$ cat src/rtl/turn_controller_pkg.sv
// Shared types and helpers for the game-turn sequencer.
package turn_ctrl_pkg;

  // Turn sequencer states; the encoding is fixed so that debug probes read consistently.
  typedef enum logic [2:0] {
    IDLE       = 3'd0,
    TURN_START = 3'd1,
    WAIT_MOVE  = 3'd2,
    VALIDATE   = 3'd3,
    COMMIT     = 3'd4,
    CHECK      = 3'd5,
    NEXT_TURN  = 3'd6,
    GAME_OVER  = 3'd7
  } state_t;

  // Bits needed to index n items; never returns less than 1.
  function automatic int width_of(input int n);
    return (n <= 2) ? 1 : $clog2(n);
  endfunction

endpackage

$ cat src/rtl/turn_controller_if.sv
// Bundle of player, validator, checker and status signals around the turn sequencer.
interface turn_controller_if #(
  parameter int PW = 1,
  parameter int CW = 4
);
  logic          start;
  logic          move_ready;
  logic [CW-1:0] move_cell;
  logic [CW-1:0] rand_cell;
  logic          val_ack;
  logic          val_ok;
  logic          chk_ack;
  logic          chk_win;
  logic [PW-1:0] player;
  logic [CW-1:0] cell_out;
  logic          val_req;
  logic          commit;
  logic          chk_req;
  logic          random_used;
  logic          timeout;
  logic          game_over;
  logic [PW-1:0] winner;
  logic          tie;

  // The sequencer itself.
  modport slave (
    input  start, move_ready, move_cell, rand_cell, val_ack, val_ok, chk_ack, chk_win,
    output player, cell_out, val_req, commit, chk_req, random_used, timeout,
           game_over, winner, tie
  );

  // Everything around it: players, validator, win checker, display.
  modport master (
    output start, move_ready, move_cell, rand_cell, val_ack, val_ok, chk_ack, chk_win,
    input  player, cell_out, val_req, commit, chk_req, random_used, timeout,
           game_over, winner, tie
  );
endinterface

$ cat src/rtl/turn_controller_timer.sv
// Per-turn down-counter: reloads to TURN_CYCLES-1, counts down while enabled, sticks at zero.
module turn_timer
  import turn_ctrl_pkg::*;
#(
  parameter int TURN_CYCLES = 50_000_000,
  parameter int TW          = width_of(TURN_CYCLES)
) (
  input  logic clk,
  input  logic rst,
  input  logic load,
  input  logic en,
  output logic zero
);
  localparam logic [TW-1:0] LOAD_VAL = TW'(TURN_CYCLES - 1);

  logic [TW-1:0] count;

  // Load has priority; decrement saturates so a stalled turn keeps reporting zero.
  always_ff @(posedge clk or negedge rst) begin
    if (!rst) begin
      count <= '0;
    end else if (load) begin
      count <= LOAD_VAL;
    end else if (en && count != '0) begin
      count <= count - 1'b1;
    end
  end

  assign zero = (count == '0);
endmodule

$ cat src/rtl/turn_controller.sv
// Game-turn sequencer: turn order, per-turn timeout, random/probe moves,
// validator and win-checker handshakes, tie detection.
module turn_controller
  import turn_ctrl_pkg::*;
#(
  parameter int                      NUM_PLAYERS = 2,
  parameter int                      CELLS       = 9,
  parameter int                      TURN_CYCLES = 50_000_000,
  parameter logic [NUM_PLAYERS-1:0]  AUTO_MASK   = '0
) (
  input  logic               clk,
  input  logic               rst,
  turn_controller_if.slave   bus
);
  localparam int PW = width_of(NUM_PLAYERS);
  localparam int CW = width_of(CELLS);
  localparam int TW = width_of(TURN_CYCLES);
  localparam int MW = width_of(CELLS + 1);
  localparam int PN = 1 << PW;

  // Padded to a power of two so any player code indexes safely.
  localparam logic [PN-1:0] AUTO_EXT    = PN'(AUTO_MASK);
  localparam logic [PW-1:0] LAST_PLAYER = PW'(NUM_PLAYERS - 1);
  localparam logic [CW-1:0] LAST_CELL   = CW'(CELLS - 1);
  localparam logic [MW-1:0] ALL_CELLS   = MW'(CELLS);

  state_t        state;
  logic [MW-1:0] moves;
  logic          timer_zero;
  logic          timer_load;
  logic          timer_en;

  // The timer only runs in WAIT_MOVE, so it is frozen while a move is being validated.
  assign timer_load = (state == TURN_START);
  assign timer_en   = (state == WAIT_MOVE);

  turn_timer #(
    .TURN_CYCLES (TURN_CYCLES),
    .TW          (TW)
  ) u_timer (
    .clk  (clk),
    .rst  (rst),
    .load (timer_load),
    .en   (timer_en),
    .zero (timer_zero)
  );

  // Turn FSM with all outputs registered; commit and timeout are single-cycle pulses.
  always_ff @(posedge clk or negedge rst) begin
    if (!rst) begin
      state           <= IDLE;
      moves           <= '0;
      bus.player      <= '0;
      bus.cell_out    <= '0;
      bus.val_req     <= 1'b0;
      bus.commit      <= 1'b0;
      bus.chk_req     <= 1'b0;
      bus.random_used <= 1'b0;
      bus.timeout     <= 1'b0;
      bus.game_over   <= 1'b0;
      bus.winner      <= '0;
      bus.tie         <= 1'b0;
    end else begin
      bus.commit  <= 1'b0;
      bus.timeout <= 1'b0;
      case (state)
        IDLE, GAME_OVER: begin
          if (bus.start) begin
            bus.player    <= '0;
            moves         <= '0;
            bus.winner    <= '0;
            bus.tie       <= 1'b0;
            bus.game_over <= 1'b0;
            state         <= TURN_START;
          end
        end
        TURN_START: begin
          bus.random_used <= 1'b0;
          state           <= WAIT_MOVE;
        end
        WAIT_MOVE: begin
          // Automatic players never wait; a real move beats a same-cycle expiry.
          if (AUTO_EXT[bus.player]) begin
            bus.cell_out    <= bus.rand_cell;
            bus.random_used <= 1'b1;
            bus.val_req     <= 1'b1;
            state           <= VALIDATE;
          end else if (bus.move_ready) begin
            bus.cell_out <= bus.move_cell;
            bus.val_req  <= 1'b1;
            state        <= VALIDATE;
          end else if (timer_zero) begin
            bus.timeout     <= 1'b1;
            bus.cell_out    <= bus.rand_cell;
            bus.random_used <= 1'b1;
            bus.val_req     <= 1'b1;
            state           <= VALIDATE;
          end
        end
        VALIDATE: begin
          if (!bus.val_req) begin
            // Re-request after the one idle cycle that separates probe attempts.
            bus.val_req <= 1'b1;
          end else if (bus.val_ack) begin
            bus.val_req <= 1'b0;
            if (bus.val_ok) begin
              bus.commit <= 1'b1;
              state      <= COMMIT;
            end else if (bus.random_used) begin
              // Linear probe with wrap; a free cell always exists while moves < CELLS.
              bus.cell_out <= (bus.cell_out == LAST_CELL) ? '0 : bus.cell_out + 1'b1;
            end else begin
              state <= WAIT_MOVE;
            end
          end
        end
        COMMIT: begin
          moves       <= moves + 1'b1;
          bus.chk_req <= 1'b1;
          state       <= CHECK;
        end
        CHECK: begin
          if (bus.chk_ack) begin
            bus.chk_req <= 1'b0;
            if (bus.chk_win) begin
              bus.winner    <= bus.player;
              bus.game_over <= 1'b1;
              state         <= GAME_OVER;
            end else if (moves == ALL_CELLS) begin
              bus.tie       <= 1'b1;
              bus.game_over <= 1'b1;
              state         <= GAME_OVER;
            end else begin
              state <= NEXT_TURN;
            end
          end
        end
        NEXT_TURN: begin
          bus.player <= (bus.player == LAST_PLAYER) ? '0 : bus.player + 1'b1;
          state      <= TURN_START;
        end
        default: state <= IDLE;
      endcase
    end
  end
endmodule

$ cat src/flat_wrapper.sv
// flat-port wrapper written by rule: the top's interface ports become plain ports
module turn_controller_flat import turn_ctrl_pkg::*;
#(
  parameter int                      NUM_PLAYERS = 2,
  parameter int                      CELLS       = 9,
  parameter int                      TURN_CYCLES = 50_000_000,
  parameter logic [NUM_PLAYERS-1:0]  AUTO_MASK   = '0
)
  (clk, rst, bus_start, bus_move_ready, bus_move_cell, bus_rand_cell, bus_val_ack, bus_val_ok, bus_chk_ack, bus_chk_win, bus_player, bus_cell_out, bus_val_req, bus_commit, bus_chk_req, bus_random_used, bus_timeout, bus_game_over, bus_winner, bus_tie);
  turn_controller_if bus_i ();
  input  logic clk;
  input  logic rst;
  input wire logic [$bits(bus_i.start)-1:0] bus_start;
  input wire logic [$bits(bus_i.move_ready)-1:0] bus_move_ready;
  input wire logic [$bits(bus_i.move_cell)-1:0] bus_move_cell;
  input wire logic [$bits(bus_i.rand_cell)-1:0] bus_rand_cell;
  input wire logic [$bits(bus_i.val_ack)-1:0] bus_val_ack;
  input wire logic [$bits(bus_i.val_ok)-1:0] bus_val_ok;
  input wire logic [$bits(bus_i.chk_ack)-1:0] bus_chk_ack;
  input wire logic [$bits(bus_i.chk_win)-1:0] bus_chk_win;
  output wire logic [$bits(bus_i.player)-1:0] bus_player;
  output wire logic [$bits(bus_i.cell_out)-1:0] bus_cell_out;
  output wire logic [$bits(bus_i.val_req)-1:0] bus_val_req;
  output wire logic [$bits(bus_i.commit)-1:0] bus_commit;
  output wire logic [$bits(bus_i.chk_req)-1:0] bus_chk_req;
  output wire logic [$bits(bus_i.random_used)-1:0] bus_random_used;
  output wire logic [$bits(bus_i.timeout)-1:0] bus_timeout;
  output wire logic [$bits(bus_i.game_over)-1:0] bus_game_over;
  output wire logic [$bits(bus_i.winner)-1:0] bus_winner;
  output wire logic [$bits(bus_i.tie)-1:0] bus_tie;
  assign bus_i.start = bus_start;
  assign bus_i.move_ready = bus_move_ready;
  assign bus_i.move_cell = bus_move_cell;
  assign bus_i.rand_cell = bus_rand_cell;
  assign bus_i.val_ack = bus_val_ack;
  assign bus_i.val_ok = bus_val_ok;
  assign bus_i.chk_ack = bus_chk_ack;
  assign bus_i.chk_win = bus_chk_win;
  assign bus_player = bus_i.player;
  assign bus_cell_out = bus_i.cell_out;
  assign bus_val_req = bus_i.val_req;
  assign bus_commit = bus_i.commit;
  assign bus_chk_req = bus_i.chk_req;
  assign bus_random_used = bus_i.random_used;
  assign bus_timeout = bus_i.timeout;
  assign bus_game_over = bus_i.game_over;
  assign bus_winner = bus_i.winner;
  assign bus_tie = bus_i.tie;
  turn_controller #(.NUM_PLAYERS(NUM_PLAYERS), .CELLS(CELLS), .TURN_CYCLES(TURN_CYCLES), .AUTO_MASK(AUTO_MASK)) u_core (.clk(clk), .rst(rst), .bus(bus_i));
endmodule
$ cat config.mk
export PLATFORM = sky130hd
export DESIGN_NAME = turn_controller_flat
export DESIGN_NICKNAME = d
export VERILOG_FILES = /design/src/rtl/turn_controller_pkg.sv /design/src/rtl/turn_controller_if.sv /design/src/rtl/turn_controller_timer.sv /design/src/rtl/turn_controller.sv /design/src/flat_wrapper.sv
export SDC_FILE = /design/constraint.sdc
export NUM_CORES = 1
export LEC_CHECK = 0
export CORE_UTILIZATION = 45
export CTS_CLUSTER_DIAMETER = 50
export DETAILED_ROUTE_END_ITERATION = 6
export PLACE_DENSITY = 0.63
export SLEW_MARGIN = 20
export SYNTH_ARGS = -nofsm -noshare
export SYNTH_HDL_FRONTEND = slang
export SYNTH_SLANG_ARGS = --single-unit
$ cat constraint.sdc
create_clock -name clk -period 2.7 [get_ports clk]
set_input_delay 0.54 -clock clk [delete_from_list [all_inputs] [get_ports clk]]
set_output_delay 0.54 -clock clk [all_outputs]
set_load 0.05 [all_outputs]
==> impl_results.md, run 1 <==
- Status: finished clean
- Reg-to-reg slack, setup: 0.31 ns
- Share of cells above drive strength 1: 7.91%
- I/O pin total: 29
- First DRT Iteration DRCs: 96
- Nets@finish: 337
- Final TNS setup: 0 ns
- Core ar.: 0.00554 sq mm
- Register area share after synthesis: 44.0%
- Cts hold-fix bufs: 0
- Number of synthesized flops with an enable pin: 0
- N_diodes: 0
- Min Tclk post-route: 2.39 ns
- Crit Path Class: reg -> reg
- Post-DP Area: 0.00299 sq mm
- Clk_skew: 0.00617 ns
- Slew HR: 51.9%
- Top-count cell post-synth: dfrtp_1
- Initial Util: 47.2%
- Post-CTS Setup Bufs: 0
- Inst Count DP: 381
- DPL Wire Length: 4080 um
- Clk Latency, worst-skew pair: 0.29 ns
- RSZ-0062 raised after global routing: no
- Vias per cell: 5.89
- Worst EP arrival: 2.60 ns
- Vias post-DR: 2285
- Post-Layout Cell Count: 388
- DRC: 0
- Pre-CTS setup slack: 0.306 ns
- Syn avg cell area: 9.15 sq um
- Max Cap Viol: 0
- VDD IR-drop max: 0.427 mV
- Synth async-reset ratio: 100%
- Crit path buf inv count: 1
- Initial antenna violation count: 0
- Worst-path clk slew: 0.08 ns
- Worst EP required: 2.91 ns
- Max Root-Sink Buffers: 2
- Area contributors post-synth: dfrtp_1 44%, or4_1 4.3%, nand2_1 3.2%, o31ai_1 3.2%, mux2i_1 3.1%
- Wire per inst: 14.8 um
- GR Util All Layers: 20.8%
- Fmax: 0.419 GHz
- Crit Path Max Fanout: 5
- Setup violators final: 0
- Final Cycle Share: 88.4%
- Layout area overhead: 17.1%
- Max Slew Vio Count: 0
- Synth top cells by count: 46 x dfrtp_1, 22 x nand2_1, 17 x nor2_1
- Top-area cell type share of the netlist area: 44.0%
- First-pass GRT wire length: 10100 um
- Die Height: 78.3 um
- Synth Warn #: 0
- Reg2Reg Depth: 7
- Fin area: 0.00306 sq mm
- Die width: 78.3 um
- Post_cts resized: 0
- Drt first pass iters: 4
- Reg2reg end: u_core.bus.cell_out[2]$_DFFE_PN0P_
- Final worst slack: 0.312 ns
- Total chip power: 2.48 mW
- Pleak: 1.15 nW
- Final wirelength: 5750 um
- Syn Inst Count: 286
- Final Hold Vio Count: 0
- Top FF cell, synth: dfrtp_1
- Synth area leader: dfrtp_1
- Cell at the slowest stage of the critical path: or4b_1
- Global route total overflow: 0
- Total CTS buffers: 5
- Port buffer count: 28
- Net count after synthesis: 307
- Worst hold path class: in -> async
- CP Launch Type: flip-flop
- Placement row count: 27
- Worst setup EP type: flip-flop
- Die ar.: 0.00612 sq mm
- Largest net degree at the start of global routing: 47
- Worst path top cell family by delay: simple AND/OR/NAND/NOR gates
- H-Tree Depth: 2
- PD cells: 810 mW/mm^2
- Gpl congestion: 0.827
- Sequence of cells on the critical path: inv_1 -> ha_1 -> or4b_1 -> nor3_2 -> a311oi_1 -> or2_1 -> a22oi_1
- Clock root cell: clkbuf_8
- Final ANT Viol Nets: 0
- Reg-to-Reg Start: u_core.u_timer.count[0]$_DFFE_PN0P_
- Post-synthesis cell area: 0.00262 sq mm
- Yosys reg bits: 46
- Crit-path max cell delay: 0.52 ns
- Slew @ Worst Pin: 0.718 ns
- Clock sink count: 46
- CTS tree: built
- Vias in the first global route: 2188
- Yosys cell types: 52
final cells by class:
class	instances	area [sq um]
Fill cell	546	2480
Tap cell	72	90.1
Clock buffer	7	76.3
Timing Repair Buffer	37	343
Inverter	11	41.3
Sequential cell	46	1150
Multi-Input combinational cell	215	1360
per-stage QoR:
stage | utilization (%) | hold slack [ns]
2_1_floorplan | - | 0.244
5_1_grt | 55.3 | 0.394
4_1_cts | 55.3 | 0.352
3_5_place_dp | 53.9 | 0.484
3_3_place_gp | 53.9 | 0.458
6_report | 55.3 | 0.331
report_power, final:
group          internal, mW  switching [mW]
Combinational         0.417           0.755
Clock                 0.179           0.214
Sequential            0.798           0.117
how the worst max path moves through the flow:
stage	cells after the start	endpoint	from
after floorplan	9	u_core.state[0]$_DFFE_PN0P_	u_core.u_timer.count[0]$_DFFE_PN0P_
after global placement	7	u_core.u_timer.count[2]$_DFFE_PN0P_	u_core.u_timer.count[0]$_DFFE_PN0P_
after detailed placement	7	u_core.u_timer.count[22]$_DFFE_PN0P_	u_core.u_timer.count[0]$_DFFE_PN0P_
after CTS	7	u_core.u_timer.count[22]$_DFFE_PN0P_	u_core.u_timer.count[0]$_DFFE_PN0P_
after global routing	7	u_core.bus.cell_out[2]$_DFFE_PN0P_	u_core.u_timer.count[0]$_DFFE_PN0P_
final	7	u_core.bus.cell_out[2]$_DFFE_PN0P_	u_core.u_timer.count[0]$_DFFE_PN0P_
layer usage:
layer,track usage (%),share of wire [%],wire length [um]
met5,0,0,0
met1,28.9,50,2890
met2,33.0,46,2620
met3,3.95,3.0,172
met4,6.11,1.1,61
registers in the layout, indices dropped and copies added (netlist names):
name                    count
u_core.bus.timeout          1
u_core.bus.player           1
u_core.bus.chk_req          1
u_core.moves                4
u_core.bus.commit           1
u_core.bus.random_used      1
u_core.bus.winner           1
u_core.bus.val_req          1
u_core.state                3
u_core.u_timer.count       26
u_core.bus.tie              1
u_core.bus.game_over        1
u_core.bus.cell_out         4
worst reg2reg max path, cell delays in order, from the launching register on:
cell      delay (ns)
dfrtp_1         0.41
inv_1           0.07
ha_1            0.20
or4b_1          0.52
nor3_2          0.32
a311oi_1        0.23
or2_1           0.35
a22oi_1         0.19
logic make-up (layout without fill, tap and decap cells):
logic type / Yosys count / in the layout / synth area share (%)
AOI/OAI and AO/OA: 70 / 70 / 17.5
DFF: 46 / 46 / 44.0
xor gates and xnor gates: 4 / 4 / 1.34
muxes: 8 / 8 / 3.06
buffers and inverters: 25 / 55 / 3.97
and+or+nand+nor: 128 / 128 / 27.8
adders and majority gates: 5 / 5 / 2.39
layout by cell type, fill, tap and decap left out, types with 2 or more instances in the layout:
master / netlist / final
a21oi_1: 13 / 13
nor4_1: 3 / 3
clkbuf_8: 0 / 5
a211oi_1: 3 / 3
xor2_1: 3 / 3
or3_1: 10 / 10
and4_1: 2 / 2
o31a_1: 2 / 2
nor3_1: 10 / 10
o41ai_1: 2 / 2
or4b_1: 2 / 2
and3_1: 2 / 2
a21o_1: 2 / 2
nand4_1: 4 / 4
or4_1: 15 / 15
o22ai_1: 2 / 2
and2_1: 2 / 2
nor2b_1: 6 / 6
a31oi_1: 4 / 4
o22a_1: 2 / 2
mux2i_1: 8 / 8
nand4b_1: 2 / 2
o21ai_1: 3 / 3
nand3_1: 16 / 16
nor2_1: 17 / 17
nor3_2: 2 / 2
inv_1: 11 / 11
a22oi_1: 2 / 2
or2_2: 4 / 4
clkdlybuf4s50_1: 0 / 27
nand2_1: 22 / 22
o31ai_1: 11 / 11
o21ai_0: 16 / 16
ha_1: 5 / 5
clkbuf_1: 10 / 2
nand2b_1: 4 / 4
dfrtp_1: 46 / 46
buf_4: 2 / 9
Note: power is estimated with default switching activity, not from simulation.
==> run 2, diff against run 1 <==
Settings changed: CORE_ASPECT_RATIO set to 0.9, CTS_CLUSTER_SIZE set to 25.
==> run 2 against run 1 <==
Wire length shrank 0.92%. Cell count decreased by 1.8%. Setup slack lost 0.012 ns. Critical path depth is the same. Sequential share of layout area up 0.077 points. Non-clock buffer count is 3 lower. Clock skew grew 0.0044 ns. Flip-flop and latch count unchanged. First-iteration DRC count unchanged. Critical path type unchanged. Critical endpoint unchanged. Largest power group unchanged. Highest routed layer unchanged.
==> impl_results.md, run 2 (synthesis gave the netlist of run 1 again) <==
- Status: finished clean
- RSZ-0062 raised after global routing: no
- Final Cycle Share: 88.9%
- CP Launch Type: flip-flop
- Nets@finish: 334
- Max Cap Viol: 0
- First-pass GRT wire length: 9600 um
- Worst EP arrival: 2.61 ns
- Die width: 82.4 um
- Global route total overflow: 0
- Fillers: 502
- Slew HR: 49.2%
- Fmax: 0.417 GHz
- Cts hold-fix bufs: 0
- Vias per cell: 5.86
- Initial Util: 48.3%
- GR Util All Layers: 20.9%
- Layout area overhead: 16.8%
- Worst setup EP type: flip-flop
- Crit-path max cell delay: 0.52 ns
- Clock sink count: 46
- Crit Path Max Fanout: 5
- Worst hold path class: in -> async
- Hold Worst Slack: 0.210 ns
- Slew @ Worst Pin: 0.759 ns
- H-Tree Depth: 2
- Worst-path clk slew: 0.09 ns
- N_diodes: 0
- Drt first pass iters: 4
- Placement row count: 25
- DRC: 0
- Wire per inst: 14.9 um
- First DRT Iteration DRCs: 96
- Crit Path Class: reg -> reg
- WL met2: 2520 um
- Vias in the first global route: 2071
- Vias post-DR: 2231
- Clk_skew: 0.0106 ns
- Post-CTS Setup Bufs: 0
- Most frequent cells in the layout: 46 x dfrtp_1, 27 x clkdlybuf4s50_1, 22 x nand2_1, 17 x nor2_1
- Post_cts resized: 0
- Max Root-Sink Buffers: 2
- Total CTS buffers: 5
- VDD IR-drop max: 0.592 mV
- PD cells: 811 mW/mm^2
- Met1 wire length: 2910 um
- Initial antenna violation count: 0
- Largest Register: u_core.u_timer.count
- Port buffer count: 28
- Most common cell after layout, fill and taps aside: dfrtp_1
- Final TNS setup: 0 ns
- Clock root cell: clkbuf_8
- Pleak: 1.15 nW
- Worst EP required: 2.91 ns
- Min Tclk post-route: 2.40 ns
- Final ANT Viol Nets: 0
- Top flop regs: u_core.u_timer.count (26), u_core.bus.cell_out (4), u_core.moves (4)
- Cell at the slowest stage of the critical path: or4b_1
- Setup violators final: 0
- Die Height: 74.3 um
- CTS tree: built
- Final wirelength: 5690 um
- Post-DP Area: 0.00297 sq mm
- Fin area: 0.00306 sq mm
- Gpl congestion: 0.865
- Max Slew Vio Count: 0
- Sequence of cells on the critical path: inv_1 -> ha_1 -> or4b_1 -> nor3_2 -> a311oi_1 -> or2_1 -> a22oi_1
- DPL Wire Length: 4000 um
- Core ar.: 0.00541 sq mm
- Highest Signal Layer: met4
- Final Hold Vio Count: 0
- Max reg flops: 26
- Clk Latency, worst-skew pair: 0.30 ns
- Routed wl met3: 219 um
- Share of cells above drive strength 1: 7.64%
- Largest net degree at the start of global routing: 25
- Die ar.: 0.00612 sq mm
- I/O pin total: 29
## run 2: cell count changes in the layout (fill, tap and decap cells not counted), sizes merged
| cell | previous run | this run |
|---|---|---|
| buf | 10 | 7 |
| clkinv | 0 | 2 |
| clkbuf | 7 | 6 |
## run 2: final timing paths
path,from,end,slack (ns),cells after the start
hold / removal,rst,u_core.moves[3]$_DFFE_PN0P_,0.21,1
hold reg to reg,u_core.bus.chk_req$_DFFE_PN0P_,u_core.bus.chk_req$_DFFE_PN0P_,0.48,2
max in group asynchronous,rst,u_core.bus.cell_out[0]$_DFFE_PN0P_,1.96,2
setup reg to reg,u_core.u_timer.count[0]$_DFFE_PN0P_,u_core.bus.cell_out[2]$_DFFE_PN0P_,0.30,7
min in group clk,u_core.bus.chk_req$_DFFE_PN0P_,u_core.bus.chk_req$_DFFE_PN0P_,0.48,2
setup / recovery,u_core.u_timer.count[0]$_DFFE_PN0P_,u_core.bus.cell_out[2]$_DFFE_PN0P_,0.30,7
## run 2: area by class of cell
| cell class | instances | area [sq um] | area share (%) |
|---|---|---|---|
| Clock inverter | 2 | 13.8 | 0.450 |
| Tap cell | 67 | 83.8 | 2.74 |
| Multi-Input combinational cell | 215 | 1360 | 44.5 |
| Timing Repair Buffer | 34 | 333 | 10.9 |
| Sequential cell | 46 | 1150 | 37.7 |
| Inverter | 11 | 41.3 | 1.35 |
| Clock buffer | 6 | 72.6 | 2.37 |
## run 2: report_power, final
part | total [mW] | switching (mW) | internal [mW]
clock network | 0.419 | 0.236 | 0.183
registers | 0.918 | 0.120 | 0.798
logic | 1.14 | 0.742 | 0.400
## run 2: per-layer routing
metal	up-vias	global-route usage, %
met3	2	4.05
met4	0	7.99
met5	-	0
met2	48	31.7
li1	1122	-
met1	1059	29.6
## run 2: per-stage QoR
| step | cells | power (mW) | util, % | setup slack, ns |
|---|---|---|---|---|
| global route | 381 | 2.66 | 56.5 | 0.117 |
| global placement | 373 | 2.07 | 54.9 | 0.406 |
| CTS | 381 | 2.50 | 56.5 | 0.313 |
| floorplan | 286 | 1.75 | - | 0.496 |
| finish | 381 | 2.48 | 56.5 | 0.300 |
| detailed placement | 373 | 2.07 | 54.9 | 0.343 |
## run 2: worst max-delay path: cells and delay by family (launching register included)
kind | cells | cell delay (ns)
adders and majority gates | 1 | 0.20
and+or+nand+nor | 3 | 1.20
buffers and inverters | 1 | 0.07
DFF | 1 | 0.42
AOI/OAI and AO/OA | 2 | 0.43
